## src/rtl/requant_pkg.sv

```systemverilog
// Shared definitions for the requantization sequencer: default widths,
// FSM state encoding and the FIFO sizing rule.
package requant_pkg;

  localparam int DEF_WIDTH_DATA_ADD = 32;
  localparam int DEF_CH_NUM_MAX     = 64;
  localparam int DEF_PIPE_LAT       = 2;
  localparam int DEF_FIFO_DEPTH     = 4;
  localparam int RES_W              = 16;

  typedef logic [1:0] state_t;

  localparam state_t ST_IDLE  = 2'd0;
  localparam state_t ST_RUN   = 2'd1;
  localparam state_t ST_DRAIN = 2'd2;
  localparam state_t ST_DONE  = 2'd3;

  // The result FIFO must absorb every beat already committed to the shift
  // unit plus one in the issue register and one being popped.
  function automatic bit depth_ok(input int depth, input int lat);
    return depth >= lat + 2;
  endfunction

endpackage

```

## src/rtl/requant_out_fifo.sv

```systemverilog
// Synchronous result FIFO with occupancy count. Output reads as zero while
// empty so the port is clean after reset without clearing the storage.
module requant_out_fifo #(
  parameter int DEPTH = 4,
  parameter int DW    = 16,
  localparam int AW   = (DEPTH > 1) ? $clog2(DEPTH) : 1,
  localparam int CW   = $clog2(DEPTH + 1)
) (
  input  logic          clk,
  input  logic          rst,
  input  logic          push,
  input  logic [DW-1:0] din,
  input  logic          pop,
  output logic [DW-1:0] dout,
  output logic [CW-1:0] count
);

  logic [DW-1:0] mem [DEPTH];
  logic [AW-1:0] wr_ptr;
  logic [AW-1:0] rd_ptr;
  logic          empty;
  logic          full;
  logic          do_push;
  logic          do_pop;

  function automatic logic [AW-1:0] ptr_next(input logic [AW-1:0] p);
    return (p == AW'(DEPTH - 1)) ? '0 : p + 1'b1;
  endfunction

  assign empty   = (count == '0);
  assign full    = (count == CW'(DEPTH));
  assign do_pop  = pop && !empty;
  assign do_push = push && (!full || do_pop);

  // Storage array; contents are don't-care until written.
  always_ff @(posedge clk) begin
    if (do_push) mem[wr_ptr] <= din;
  end

  // Pointers and occupancy; simultaneous push and pop leaves count unchanged.
  always_ff @(posedge clk or posedge rst) begin
    if (rst) begin
      wr_ptr <= '0;
      rd_ptr <= '0;
      count  <= '0;
    end else begin
      if (do_push) wr_ptr <= ptr_next(wr_ptr);
      if (do_pop)  rd_ptr <= ptr_next(rd_ptr);
      case ({do_push, do_pop})
        2'b10:   count <= count + 1'b1;
        2'b01:   count <= count - 1'b1;
        default: count <= count;
      endcase
    end
  end

  assign dout = empty ? '0 : mem[rd_ptr];

endmodule

```

## src/rtl/requant_sched.sv

```systemverilog
// Requantization sequencer: feeds accumulator beats to a fixed-latency
// external shift/round unit with a per-channel shift amount, and recaptures
// the results into a FIFO so the consumer may stall. Credits bound the
// number of beats in flight so the FIFO cannot overflow.
// Optional feature macro: REQ_PERF_CNT_EN (back-pressure cycle counter on
// stall_cnt); when undefined stall_cnt is constant zero.
module requant_sched
  import requant_pkg::*;
#(
  parameter int WIDTH_DATA_ADD = DEF_WIDTH_DATA_ADD,
  parameter int CH_NUM_MAX     = DEF_CH_NUM_MAX,
  parameter int CH_W           = $clog2(CH_NUM_MAX),
  parameter int PIPE_LAT       = DEF_PIPE_LAT,
  parameter int FIFO_DEPTH     = DEF_FIFO_DEPTH
) (
  input  logic                      clk,
  input  logic                      rst,
  input  logic                      cfg_start,
  input  logic [CH_W:0]             cfg_ch_num,
  input  logic [15:0]               cfg_pix_num,
  input  logic                      tbl_wr_en,
  input  logic [CH_W-1:0]           tbl_wr_addr,
  input  logic [WIDTH_DATA_ADD-1:0] tbl_wr_data,
  input  logic                      acc_valid,
  output logic                      acc_ready,
  input  logic [WIDTH_DATA_ADD-1:0] acc_data,
  output logic                      sh_vld,
  output logic [WIDTH_DATA_ADD-1:0] sh_data,
  output logic [WIDTH_DATA_ADD-1:0] sh_amt,
  input  logic [RES_W-1:0]          sh_res,
  output logic                      out_valid,
  input  logic                      out_ready,
  output logic [RES_W-1:0]          out_data,
  output logic                      busy,
  output logic                      done,
  output logic [31:0]               stall_cnt
);

  localparam int CRED_W = $clog2(FIFO_DEPTH + 1);
  // An undersized FIFO configuration never accepts beats.
  localparam bit CFG_OK = depth_ok(FIFO_DEPTH, PIPE_LAT);

  state_t                    state;
  logic [CH_W:0]             ch_num_q;
  logic [15:0]               pix_num_q;
  logic [CH_W-1:0]           ch_cnt;
  logic [15:0]               pix_cnt;
  logic [CRED_W-1:0]         credits;
  logic [CRED_W-1:0]         fifo_cnt;
  logic [WIDTH_DATA_ADD-1:0] shift_tbl [CH_NUM_MAX];
  logic [PIPE_LAT-1:0]       sh_vld_p;

  logic start;
  logic accept;
  logic pop;
  logic last_ch;
  logic last_pix;
  logic res_push;

  assign start     = (state == ST_IDLE) && cfg_start;
  assign acc_ready = CFG_OK && (state == ST_RUN) && (credits < CRED_W'(FIFO_DEPTH));
  assign accept    = acc_valid && acc_ready;
  assign out_valid = (fifo_cnt != '0);
  assign pop       = out_valid && out_ready;
  assign last_ch   = ({1'b0, ch_cnt} == ch_num_q - 1'b1);
  assign last_pix  = (pix_cnt == pix_num_q - 16'd1);
  assign busy      = (state != ST_IDLE);
  assign done      = (state == ST_DONE);
  assign res_push  = sh_vld_p[PIPE_LAT-1];

  // Shift table: writable only while idle, survives reset.
  always_ff @(posedge clk) begin
    if (tbl_wr_en && (state == ST_IDLE)) shift_tbl[tbl_wr_addr] <= tbl_wr_data;
  end

  // Frame FSM with channel/pixel position tracking.
  always_ff @(posedge clk or posedge rst) begin
    if (rst) begin
      state     <= ST_IDLE;
      ch_num_q  <= '0;
      pix_num_q <= '0;
      ch_cnt    <= '0;
      pix_cnt   <= '0;
    end else begin
      case (state)
        ST_IDLE: begin
          if (start) begin
            ch_num_q  <= cfg_ch_num;
            pix_num_q <= cfg_pix_num;
            ch_cnt    <= '0;
            pix_cnt   <= '0;
            state     <= ((cfg_ch_num == '0) || (cfg_pix_num == '0)) ? ST_DONE : ST_RUN;
          end
        end
        ST_RUN: begin
          if (accept) begin
            if (last_ch) begin
              ch_cnt  <= '0;
              pix_cnt <= pix_cnt + 16'd1;
              if (last_pix) state <= ST_DRAIN;
            end else begin
              ch_cnt <= ch_cnt + 1'b1;
            end
          end
        end
        ST_DRAIN: begin
          if (credits == '0) state <= ST_DONE;
        end
        default: state <= ST_IDLE;
      endcase
    end
  end

  // Credits: beats accepted but not yet delivered downstream.
  always_ff @(posedge clk or posedge rst) begin
    if (rst) begin
      credits <= '0;
    end else begin
      case ({accept, pop})
        2'b10:   credits <= credits + 1'b1;
        2'b01:   credits <= credits - 1'b1;
        default: credits <= credits;
      endcase
    end
  end

  // ---- stage p1: issue register towards the shift unit ----
  always_ff @(posedge clk or posedge rst) begin
    if (rst) begin
      sh_vld  <= 1'b0;
      sh_data <= '0;
      sh_amt  <= '0;
    end else begin
      sh_vld <= accept;
      if (accept) begin
        sh_data <= acc_data;
        sh_amt  <= shift_tbl[ch_cnt];
      end
    end
  end

  // ---- stages p2..p(1+PIPE_LAT): valid shadow of the shift-unit pipeline ----
  always_ff @(posedge clk or posedge rst) begin
    if (rst) begin
      sh_vld_p <= '0;
    end else begin
      sh_vld_p[0] <= sh_vld;
      for (int i = 1; i < PIPE_LAT; i++) sh_vld_p[i] <= sh_vld_p[i-1];
    end
  end

  requant_out_fifo #(
    .DEPTH (FIFO_DEPTH),
    .DW    (RES_W)
  ) u_out_fifo (
    .clk   (clk),
    .rst   (rst),
    .push  (res_push),
    .din   (sh_res),
    .pop   (pop),
    .dout  (out_data),
    .count (fifo_cnt)
  );

`ifdef REQ_PERF_CNT_EN
  function automatic logic [31:0] sat_inc32(input logic [31:0] v);
    return (v == 32'hFFFF_FFFF) ? v : v + 32'd1;
  endfunction

  logic [31:0] stall_q;

  // Downstream back-pressure cycles, restarted by each accepted frame start.
  always_ff @(posedge clk or posedge rst) begin
    if (rst) begin
      stall_q <= '0;
    end else if (start) begin
      stall_q <= '0;
    end else if (out_valid && !out_ready) begin
      stall_q <= sat_inc32(stall_q);
    end
  end

  assign stall_cnt = stall_q;
`else
  assign stall_cnt = 32'd0;
`endif

endmodule

```

## config.mk

```make
export PLATFORM = sky130hd
export DESIGN_NAME = requant_sched
export DESIGN_NICKNAME = d
export VERILOG_FILES = /design/src/rtl/requant_pkg.sv /design/src/rtl/requant_out_fifo.sv /design/src/rtl/requant_sched.sv
export SDC_FILE = /design/constraint.sdc
export NUM_CORES = 2
export LEC_CHECK = 0
export CAP_MARGIN = 5
export CELL_PAD_IN_SITES_DETAIL_PLACEMENT = 1
export CELL_PAD_IN_SITES_GLOBAL_PLACEMENT = 2
export CORE_MARGIN = 3
export CORE_UTILIZATION = 56
export CTS_BUF_LIST = sky130_fd_sc_hd__clkbuf_4
export CTS_CLUSTER_DIAMETER = 50
export DETAILED_ROUTE_END_ITERATION = 8
export PLACE_DENSITY_LB_ADDON = 0.2
export SETUP_SLACK_MARGIN = 0.5
export SKIP_CTS_REPAIR_TIMING = 1
export SLEW_MARGIN = 10
export SYNTH_ARGS = -nofsm -noshare
export SYNTH_HDL_FRONTEND = slang
export SYNTH_SLANG_ARGS = --single-unit
```

## constraint.sdc

```tcl
create_clock -name clk -period 9.9 [get_ports clk]
set_input_delay 1.98 -clock clk [delete_from_list [all_inputs] [get_ports clk]]
set_output_delay 1.98 -clock clk [all_outputs]
set_load 0.05 [all_outputs]
```

# Yosys cells after proc, flatten, opt, wreduce, memory -nomap -nowiden
# Memory sizes are Yosys's and may differ from the RTL's. A register that Yosys moved wholly into a read port is not among the register bits.
# Index checks and enable logic that the tools add are counted.
# totals
ram_bits,2112
elab_cells,91
regBits,92
n_memories,2
# mem_list
memory,words,width,rd,rd_ports_with_merged_regs,wr,line_no,source
shift_tbl,64,32,1,1,1,requant_sched.sv:50,logic [WIDTH_DATA_ADD-1:0] shift_tbl [CH_NUM_MAX];
u_out_fifo.mem,4,16,1,0,1,requant_out_fifo.sv:18,logic [DW-1:0] mem [DEPTH];
# classes
n_reduce_logical,25
n_mux,24
n_eq_ne,17
n_lt_le_gt_ge,1
addsub,10
# op_table
operator,n
$mux W16,4
$pmux W16 S2,1
$mux W6,3
$add A16 B1 Y16 const B,1
$eq A16 B16 Y1,1
$logic_not A16 Y1,1
$mux W2,8
$sub A16 B1 Y16 const B,1
$eq A2 B2 Y1 const B,6
$pmux W3 S2,2
$pmux W6 S2,1
$ne A2 B2 Y1 const B,5
$reduce_bool A2 Y1,4
$eq A6 B7 Y1,1
$logic_and A1 B1 Y1,7
$logic_not A7 Y1,1
$sub A7 B1 Y7 const B,1
$add A3 B1 Y3 const B,2
$add A6 B1 Y6 const B,1
$eq A2 B1 Y1 const B,3
$logic_not A3 Y1,2
$pmux W2 S3,1
$sub A3 B1 Y3 const B,2
$reduce_and A5 Y1,1
11 further kinds,17

# Longest topological paths before layout
# logic_depth
ltp_word,7
depth_mapped,11
ltp_nobuf,10

# Modules after synthesis
# Synthesis repeated with hierarchy kept, for this count alone.
# hier_totals
hier_cells,3785
area_unflattened_um2,86759.5
# modules_own_cells
module,seq_area_each_um2,instances,area_per_inst_um2,cells_each
requant_sched,64426.8,1,83866.7,3644
requant_out_fifo,2097.0,1,2892.8,141

# Least setup slack after synthesis
# OpenSTA, ideal clock, no wires.
# synth_timing
path_kind,input-to-reg
from,in tbl_wr_addr[4]
to,mem shift_tbl[16][0] in the netlist's numbering (enable)
arrival_ps,4170
path_stages,4
required_time_ps,9479
path_buffers,2
slack_ps,5309
path_cell_list,clkbuf_1 or3b_2 clkbuf_1 nor2_1
# synth_rtl
item,line_no,source
start: declaration,requant_sched.sv:22,"input logic [CH_W-1:0] tbl_wr_addr,"
end: declaration,requant_sched.sv:50,
# Straight into the memory's write port.

# Worst setup path in the final report
# layout_timing
from,reg state[0]
to,out busy
# layout_between
elab_chain_cells,1
# layout_rtl
item,line_no,source
start: declaration,requant_sched.sv:43,state_t state;
start signal: assignment,requant_sched.sv:92,state <= ((cfg_ch_num == '0) || (cfg_pix_num == '0)) ? ST_DONE : ST_RUN;
$reduce_bool A2 Y1,requant_sched.sv:67,assign busy = (state != ST_IDLE);
end: declaration,requant_sched.sv:34,"output logic busy,"
# No other way between the ends.

==> summary.md <==
| Metric | Value |
|---|---|
| Outcome | `complete, no violations` |
| Vias in the first global route | `approximately 46,000` |
| Endpoint class of the critical path | `primary output` |
| Global-route wire length before repair | `314,000 microns` |
| # setup viols final | `0` |
| Syn avg cell area | `23.6 sq um` |
| Synth area leaders | `edfxtp_1 74%, mux4_2 18%, dfrtp_1 3.6%` |
| Drt pass-1 iters | `5` |
| Port bufs | `199` |
| CP Launch Type | `flip-flop` |
| Post-synth ARST share | `0.0555` |
| Clock root cell | `clkbuf_4` |
| Die Wd | `~400 microns` |
| Most frequent CP cell | `inv_1` |
| Crit path required time | `approximately 8 ns` |
| CP cell instances | `inv_1, ha_1, buf_4, inv_1, clkdlybuf4s50_1` |
| Reg clk slew, reported paths | `about 0.060 ns` |
| Worst hold margin | `between 0.3 and 0.4 ns` |
| Mapped Area | `86,200 sq um` |
| Remaining routing DRC violations | `0` |
| Final hold vios | `0` |
| RSZ-0062 raised after global routing | `no` |
| Total GRT Usage | `0.276` |
| Chip height | `roughly 400 microns` |
| Finished Core Util | `0.644` |
| DRT met1 WL | `approximately 83,000 microns` |
| Filler cells | `between 10,000 and 15,000` |
| Measured slew at the worst slew-check pin | `approximately 1.2 ns` |
| Crit-path max FO | `7` |
| Max stage delay on crit path | `0.96 ns` |
| Metal3 WL | `18,500 microns` |
| Finished Cell Area | `~100,000 sq um` |
| P_leak | `between 30 and 40 nW` |
| Routed Antenna Nets | `0` |
| Minimum clock period | `5.75 ns` |
| Tcrit/Tclk final | `0.581` |
| Post-synth top area share | `0.736` |
| CP Data Arrival Time | `roughly 3.8 ns` |
| H-tree Lvls | `6` |
| Initial antenna violation count | `21` |
| Fin Setup TNS | `0 ns` |
| Sequential-to-total area share from yosys stat | `0.772` |
| Slowest CP cell | `clkdlybuf4s50_1` |
| FF+latch area | `66,500 sq um` |
| Synthesis-stage register bit count | `around 2,200` |
| Highest routed metal layer | `met5` |
| Commonest cells post-synth | `2,112 x edfxtp_1, 688 x mux4_2, 124 x dfrtp_1, 123 x nand2_1, 117 x clkbuf_1` |
| Ys Warns | `0` |
| Routed wl met2 | `107,000 microns` |
| PwrDens | `264 nW/um^2` |
| Die area | `approximately 160,000 sq um` |
| CTS sink cnt | `between 2,000 and 2,500` |
| Core area | `152,000 sq um` |
| Initial Utilization | `0.566` |
| Final clock skew | `about 0.078 ns` |
| Max Cap Viol | `0` |
| CTS Buf Count | `approximately 580` |
| Row cnt | `143` |
| Layout area overhead | `13.9%` |
| Clk Latency, worst-skew pair | `roughly 1.3 ns` |
| Achievable Freq | `~170 MHz` |
| Overall Power | `roughly 26 mW` |
| GRT overflow | `0` |
| Cell count after synthesis | `around 3,700` |
| Netlist cell types | `55` |
| Slew margin rel. | `0.176` |
| Kind of critical path | `reg -> out` |
| Post-Place Cell Area | `a little over 90,000 sq um` |
| Vias | `between 40,000 and 50,000` |
| DRT iter0 DRCs | `4,875` |
| Peak VDD IR | `roughly 0.00026 V` |
| Layout cell share with drive strength beyond 1 | `0.381` |
| Post-synth EDFFs | `about 2,100` |
| Total Nets Final | `about 4,500` |
| DP HPWL | `about 120,000 microns` |
| Slew Limit Fails | `0` |
| Pin count of the biggest net entering global routing | `140` |
| WL/cell | `about 31 microns` |
| Drt total wl | `approximately 210,000 microns` |
| Area of the multi-input gates | `between 15,000 and 20,000 sq um` |
| CTS max path bufs | `4` |
| Count leader, synth | `edfxtp_1` |
| Worst Hold Class | `reg -> reg` |
| Ys flop type | `edfxtp_1` |
| Routability congestion estimate | `0.827` |
| DR vias/cell | `6.24` |
| CTS tree | `yes` |
| Cell taking the most area after synthesis | `edfxtp_1` |
| I/O Pins | `around 230` |
## state kept, by name, indices dropped and copies added, names as in the netlist
register	count
credits	3
u_out_fifo.mem	64
sh_vld_p	2
ch_cnt	6
sh_vld	1
pix_cnt	16
u_out_fifo.rd_ptr	2
u_out_fifo.count	3
sh_data	32
state	2
ch_num_q	7
pix_num_q	16
shift_tbl	2048
u_out_fifo.wr_ptr	2
sh_amt	32
## kinds of logic after synthesis
| logic type | Yosys count | share of synthesized area |
|---|---|---|
| mux | 750 | 0.188 |
| other cells | 1 | 0.0000435 |
| simple gates | 326 | 0.0173 |
| xor+xnor | 44 | 0.00447 |
| fa+ha+maj | 16 | 0.00250 |
| flops | 2236 | 0.772 |
| compound gates | 52 | 0.00393 |
| buf+inv | 236 | 0.0125 |
## area by class of cell
type	count	share of cell area
sequential	2236	0.678
multi-input combinational	1220	0.196
clock buffer	830	0.0635
timing repair buffer	292	0.0278
tap	2030	0.0259
clock inverter	153	0.00822
inverter	20	0.000905
antenna	8	0.000204
## per-layer routing
metal / GRT usage / vias up
li1: - / 17200
met5: 0 / -
met2: 0.445 / 2272
met4: 0.0860 / 8
met1: 0.380 / 22600
met3: 0.0664 / 297
## cell usage in the layout (no fill, tap or decap), types with 5 or more instances in the layout
| master | instances |
|---|---|
| edfxtp_1 | 2112 |
| clkbuf_4 | 830 |
| mux4_2 | 688 |
| clkdlybuf4s50_1 | 167 |
| nand2_1 | 123 |
| clkinv_1 | 119 |
| dfrtp_1 | 118 |
| buf_4 | 89 |
| nor2_4 | 64 |
| mux2_2 | 58 |
| nor2_1 | 33 |
| conb_1 | 32 |
| xor2_1 | 24 |
| buf_2 | 24 |
| and2_1 | 22 |
| xnor2_1 | 20 |
| o21ai_0 | 19 |
| inv_1 | 17 |
| nand3_1 | 16 |
| nand4_1 | 15 |
| ha_1 | 14 |
| clkinv_2 | 13 |
| inv_2 | 12 |
| nor3_1 | 10 |
| diode_2 | 8 |
| and3_1 | 8 |
| bufinv_16 | 8 |
| buf_12 | 8 |
| or3_1 | 7 |
| a21oi_1 | 5 |
| nand3b_1 | 5 |
| nor4_1 | 5 |
## power by group
group	leakage [nW]	internal, mW	switching (mW)
registers	20.5	10.6	0.254
clock network	4.22	4.05	3.60
logic	7.09	3.39	4.09
total	31.8	18.0	7.95
## path summary, 6_finish.rpt
check / slack, ns / cells after the start / startpoint / endpoint
max: 4.15 / 5 / state[0] / busy
min: 0.35 / 0 / sh_vld_p[0] / sh_vld_p[1]
max reg2reg: 5.34 / 6 / ch_cnt[0] / sh_amt[25]
min reg2reg: 0.35 / 0 / sh_vld_p[0] / sh_vld_p[1]
max in group asynchronous: 7.48 / 3 / rst / u_out_fifo.rd_ptr[0]
min in group asynchronous: 1.23 / 2 / rst / sh_data[16]
## worst max-delay path, delay by kind of cell, from the launching register on
kind	cells	cell delay, ns
DFF	1	0.41
adders and majority gates	1	0.25
buffers and inverters	4	1.83
## per-stage QoR
step / setup slack, ns / instances
floorplan: 4.62 / 3692
global placement: 4.58 / 5793
detailed placement: 4.50 / 5793
CTS: 3.83 / 6776
global route: 3.95 / 6787
finish: 4.15 / 6789
No activity file was read; power rests on OpenSTA's default activity.
